==> src/rtl/vga_timing_pkg.sv <==
// rtl/vga_timing_pkg.sv - 640x480@60 raster timing constants shared by the timing generator
package vga_timing_pkg;

  localparam int COORD_W = 10;

  localparam int H_DISPLAY = 640;
  localparam int H_FRONT   = 16;
  localparam int H_SYNC    = 96;
  localparam int H_BACK    = 48;
  localparam int V_DISPLAY = 480;
  localparam int V_FRONT   = 10;
  localparam int V_SYNC    = 2;
  localparam int V_BACK    = 33;

  localparam int H_TOTAL = H_DISPLAY + H_FRONT + H_SYNC + H_BACK;
  localparam int V_TOTAL = V_DISPLAY + V_FRONT + V_SYNC + V_BACK;

  localparam int H_SYNC_START = H_DISPLAY + H_FRONT;
  localparam int H_SYNC_END   = H_SYNC_START + H_SYNC - 1;
  localparam int V_SYNC_START = V_DISPLAY + V_FRONT;
  localparam int V_SYNC_END   = V_SYNC_START + V_SYNC - 1;

endpackage

==> src/rtl/vga_axis_counter.sv <==
// rtl/vga_axis_counter.sv - one raster axis: wrapping position counter with registered sync/visible decode
module vga_axis_counter
  import vga_timing_pkg::*;
#(
  parameter int TOTAL      = H_TOTAL,
  parameter int SYNC_START = H_SYNC_START,
  parameter int SYNC_END   = H_SYNC_END,
  parameter int VISIBLE    = H_DISPLAY
) (
  input  logic               clk,
  input  logic               rst_n,
  input  logic               advance,
  output logic [COORD_W-1:0] count,
  output logic               sync_n,
  output logic               visible,
  output logic               wrap
);

  logic [COORD_W-1:0] count_next;
  logic               at_last;

  assign at_last = (count == COORD_W'(TOTAL - 1));
  assign wrap    = advance & at_last;

  always_comb begin
    count_next = count;
    if (advance) begin
      count_next = at_last ? '0 : count + 1'b1;
    end
  end

  // Decode from the next position so the registered flags line up with the registered count.
  always_ff @(posedge clk or negedge rst_n) begin
    if (!rst_n) begin
      count   <= '0;
      sync_n  <= 1'b1;
      visible <= 1'b1;
    end else begin
      count   <= count_next;
      sync_n  <= !((count_next >= COORD_W'(SYNC_START)) && (count_next <= COORD_W'(SYNC_END)));
      visible <= (count_next < COORD_W'(VISIBLE));
    end
  end

endmodule

==> src/rtl/vga_timing_gen.sv <==
// rtl/vga_timing_gen.sv - VGA raster timing generator; VGA_FRAME_CNT_EN builds the 8-bit frame counter
module vga_timing_gen #(
  parameter int H_DISPLAY = vga_timing_pkg::H_DISPLAY,
  parameter int H_FRONT   = vga_timing_pkg::H_FRONT,
  parameter int H_SYNC    = vga_timing_pkg::H_SYNC,
  parameter int H_BACK    = vga_timing_pkg::H_BACK,
  parameter int V_DISPLAY = vga_timing_pkg::V_DISPLAY,
  parameter int V_FRONT   = vga_timing_pkg::V_FRONT,
  parameter int V_SYNC    = vga_timing_pkg::V_SYNC,
  parameter int V_BACK    = vga_timing_pkg::V_BACK
) (
  input  logic                               clk,
  input  logic                               rst_n,
  input  logic                               ena,
  output logic [vga_timing_pkg::COORD_W-1:0] x,
  output logic [vga_timing_pkg::COORD_W-1:0] y,
  output logic                               hsync,
  output logic                               vsync,
  output logic                               display_on,
  output logic                               line_start,
  output logic                               frame_start,
  output logic [7:0]                         frame_count
);

  localparam int H_TOT = H_DISPLAY + H_FRONT + H_SYNC + H_BACK;
  localparam int V_TOT = V_DISPLAY + V_FRONT + V_SYNC + V_BACK;

  logic h_wrap, v_wrap, h_vis, v_vis;

  vga_axis_counter #(
    .TOTAL      (H_TOT),
    .SYNC_START (H_DISPLAY + H_FRONT),
    .SYNC_END   (H_DISPLAY + H_FRONT + H_SYNC - 1),
    .VISIBLE    (H_DISPLAY)
  ) u_h (
    .clk     (clk),
    .rst_n   (rst_n),
    .advance (ena),
    .count   (x),
    .sync_n  (hsync),
    .visible (h_vis),
    .wrap    (h_wrap)
  );

  // Vertical axis steps only on the horizontal wrap, so its wrap already implies h_wrap.
  vga_axis_counter #(
    .TOTAL      (V_TOT),
    .SYNC_START (V_DISPLAY + V_FRONT),
    .SYNC_END   (V_DISPLAY + V_FRONT + V_SYNC - 1),
    .VISIBLE    (V_DISPLAY)
  ) u_v (
    .clk     (clk),
    .rst_n   (rst_n),
    .advance (h_wrap),
    .count   (y),
    .sync_n  (vsync),
    .visible (v_vis),
    .wrap    (v_wrap)
  );

  assign display_on = h_vis & v_vis;

  always_ff @(posedge clk or negedge rst_n) begin
    if (!rst_n) begin
      line_start  <= 1'b0;
      frame_start <= 1'b0;
    end else begin
      line_start  <= h_wrap;
      frame_start <= v_wrap;
    end
  end

`ifdef VGA_FRAME_CNT_EN
  logic [7:0] frame_cnt_q;

  always_ff @(posedge clk or negedge rst_n) begin
    if (!rst_n) begin
      frame_cnt_q <= 8'd0;
    end else if (v_wrap) begin
      frame_cnt_q <= frame_cnt_q + 8'd1;
    end
  end

  assign frame_count = frame_cnt_q;
`else
  assign frame_count = 8'd0;
`endif

endmodule

==> config.mk <==
export PLATFORM = sky130hd
export DESIGN_NAME = vga_timing_gen
export DESIGN_NICKNAME = d
export VERILOG_FILES = /design/src/rtl/vga_timing_pkg.sv /design/src/rtl/vga_axis_counter.sv /design/src/rtl/vga_timing_gen.sv
export SDC_FILE = /design/constraint.sdc
export NUM_CORES = 1
export LEC_CHECK = 0
export CAP_MARGIN = 20
export CORE_AREA = 2 2 61 63
export CTS_CLUSTER_SIZE = 30
export DETAILED_ROUTE_END_ITERATION = 10
export DIE_AREA = 0 0 63 65
export PLACE_DENSITY = 0.82
export SYNTH_ARGS = -nofsm -noshare
export SYNTH_HDL_FRONTEND = slang
export SYNTH_SLANG_ARGS = --single-unit
==> constraint.sdc <==
create_clock -name clk -period 2 [get_ports clk]
set_input_delay 0.6 -clock clk [delete_from_list [all_inputs] [get_ports clk]]
set_output_delay 0.6 -clock clk [all_outputs]
set_load 0.005 [all_outputs]
==> results.md, run 1 <==
* Max frequency at 0.480 GHz
* Grt ovf at 0
* RR Startpoint: u_h.count[6]$_DFF_PN0_
* Startpoint Class: register
* Worst vdd ir at 573 uV
* RSZ-0062 raised after global routing: true
* CTS root buffer: clkbuf_4
* Switching power at just under 0.5 mW
* Hpwl dp at 2610 um
* Port bufs at 27
* Logic pwr share at 0.398
* Worst path max stage delay at approximately 0.55 ns
* Status: finished, violations left
* Drt wl/cell at 13.6 um
* Final setup viols at 3
* P&R area growth vs syn at 45.3%
* Lkg Pwr at 0.950 nW
* Die width at 63 um
* Die Ht at 65 um
* Detailed Route WL at 3650 um
* Most used cell, CP: or3_4
* Clk pwr share at 0.177
* Final #Nets at 228
* Initial antenna violation count at 0
* Min-Delay Path Class: register to register
* Switch share at 0.316
* Sequential Power Share at 0.424
* Hold Crit Start: u_v.count[7]$_DFF_PN0_
* Critical-path cell with the highest stage delay: or4b_4
* Top cells by count, synth: dfrtp_1, nand2_1, o21ai_0
* Router iterations before antenna repair at 5
* CP startpoint: u_h.count[6]$_DFF_PN0_
* CP endpoint kind: register
* Synth unique cells at 41
* Crit path arrival time at 2.34 ns
* Post-route cell area at 2130 um^2
* Routed vias/inst at 5.26
* N_diodes at 0
* Ys Warns at 0
* Maximum fanout along the worst path at 4
* CTS tree: yes
* Initial DRC Count at about 70
* Pre-CTS setup slack at -0.693 ns
* Post-Syn Instances at approximately 160
* Skew-Pair Late Insertion Delay at between 0.3 and 0.4 ns
* Pwr/cell area at 723 nW/um^2
* P_int at between 1 and 1.5 mW
* Share of the synthesized area in the top cell type at 0.376
* Hold path depth at 2
* Seq/Total Area, Yosys at 0.447
* Sum of negative setup slack at -0.110 ns
* Layout Skew at 0.00640 ns
* Placed cell count at 258
* Worst EP required at 2.26 ns
* Clock transition at path regs at 0.14 ns
* IO Count at 36
* Number of remaining DRC errors at 0
* Largest net degree at the start of global routing at 27
* Final Power at 1.54 mW
* Antenna Nets Post-Route at 0
* Total number of vias at 1414
* Worst r2r path cells at 5
* Finished Layout Cells at around 270
* Clk sinks at 26
* Failing checks: setup timing
* Share of cells above drive strength 1 at 0.285
* Initial Utilization at 0.419
* Placed instance area at 1980 um^2
* Asr flop ratio synth at 1.00
* Final Hold Viols at 0
* H-tree depth at 1
* Hold buffer count at CTS at 0
* Worst Slack Setup Final at -0.0815 ns
* TritonCTS Buffers at 3
* Crit path kind: register to register
* Synth Flop Type: dfrtp_1
* Final Util at 0.609
* Row cnt at 22
* Area contributors post-synth: dfrtp_1, dfstp_2, xnor2_1
* Worst hold margin at 0.569 ns
* Clock Tree Buf Depth at 2
* Area of the core at ~3500 um^2
* Cell type with the largest total area after synthesis: dfrtp_1
* Max-cap violations at 0
* Most common cell in the netlist: dfrtp_1
* Vias in the first global route at approximately 1.3k
* Number of synthesized flops with an enable pin at 0
* Crit path cell chain: or4b_4 -> or3_4 -> or3_4 -> a211oi_4 -> o211ai_1
* Total GRT Usage at 0.180
* First-pass GRT wire length at 5840 um
* Tmin final at 2.08 ns
* Max-slew violations at 0
* Die Area at 4100 um^2
* #FFs+latches synth at 26
* Synth Area per Inst at 9.39 um^2
* Period utilization at 1.04
* Netlist Area Pre-Place at 1470 um^2
* GP Congestion at 0.845
-- kinds of logic after synthesis --
family	count (synthesis)	share of synthesized area
compound gates	31	0.143
xor+xnor	10	0.0598
fa+ha+maj	3	0.0256
buf+inv	23	0.0854
flops	26	0.447
mux	1	0.00683
other cells	1	0.00256
simple gates	61	0.230
-- power by group through the flow --
stage                     combinational, mW  clock [mW]  sequential (mW)
after floorplan                       0.222           0            0.675
after global placement                0.522           0            0.655
after detailed placement              0.533           0            0.660
after CTS                             0.558       0.283            0.649
after global routing                  0.662       0.304            0.660
final                                 0.613       0.273            0.653
-- routing by layer --
layer | global-route usage | up-vias | part of all wire
met4 | 0.0722 | 0 | 0.013
met1 | 0.243 | 674 | 0.45
met3 | 0.0174 | 5 | 0.042
met2 | 0.297 | 51 | 0.49
li1 | - | 684 | -
met5 | 0 | - | 0
-- timing repair --
action	in CTS	in global routing
pin swaps	4	3
setup endpoints to repair	22	23
gates resized for setup	10	13
setup buffers	1	6
-- sequential cells by signal (all words and copies together) (netlist names) --
signal and cells:
frame_start 1, u_v.count 10, u_h.visible 1, u_v.visible 1, line_start 1, u_h.sync_n 1, u_h.count 10, u_v.sync_n 1
-- layout by cell type, fill, tap and decap left out, drive strengths merged, types with 4 or more instances in the layout --
| cell type | instances |
|---|---|
| dfrtp | 22 |
| nor2 | 7 |
| nand4 | 7 |
| a21oi | 5 |
| nor3 | 5 |
| nand2 | 14 |
| o21ai | 12 |
| clkdlybuf4s50 | 22 |
| clkbuf | 4 |
| conb | 8 |
| nand3 | 7 |
| dfstp | 4 |
| buf | 39 |
| xnor2 | 7 |
| or3 | 7 |
| inv | 11 |
-- final cells by class --
cell class,instances,area (um^2)
clock buffer,4,36.3
fill,292,1370
inverter,11,41.3
multi-input combinational,114,746
sequential,26,662
tap,48,60.1
timing repair buffer,66,584
-- worst max-delay path, delay by kind of cell (launching register included) --
family          cells  cell delay [ns]
flops               1             0.41
simple gates        3             1.27
compound gates      2             0.34
-- path summary, 6_finish.rpt --
check                                    endpoint  slack, ns
setup / recovery             u_v.sync_n$_DFF_PN1_      -0.08
min in group asynchronous  u_h.count[8]$_DFF_PN0_       0.62
max in group asynchronous    u_v.sync_n$_DFF_PN1_       1.08
hold reg to reg            u_v.count[7]$_DFF_PN0_       0.57
hold / removal             u_v.count[7]$_DFF_PN0_       0.57
setup reg to reg             u_v.sync_n$_DFF_PN1_      -0.08
(Power assumes the default switching activity.)
==> run 2, diff against run 1 <==
--- a/config.mk
+++ b/config.mk
@@ -5,12 +5,12 @@
 export SDC_FILE = /design/constraint.sdc
 export NUM_CORES = 1
 export LEC_CHECK = 0
-export CAP_MARGIN = 20
 export CORE_AREA = 2 2 61 63
 export CTS_CLUSTER_SIZE = 30
 export DETAILED_ROUTE_END_ITERATION = 10
 export DIE_AREA = 0 0 63 65
 export PLACE_DENSITY = 0.82
+export SLEW_MARGIN = 15
 export SYNTH_ARGS = -nofsm -noshare
 export SYNTH_HDL_FRONTEND = slang
 export SYNTH_SLANG_ARGS = --single-unit
==> results of run 2 <==
No change in the layout: final DEF, timing and power equal those of run 1.
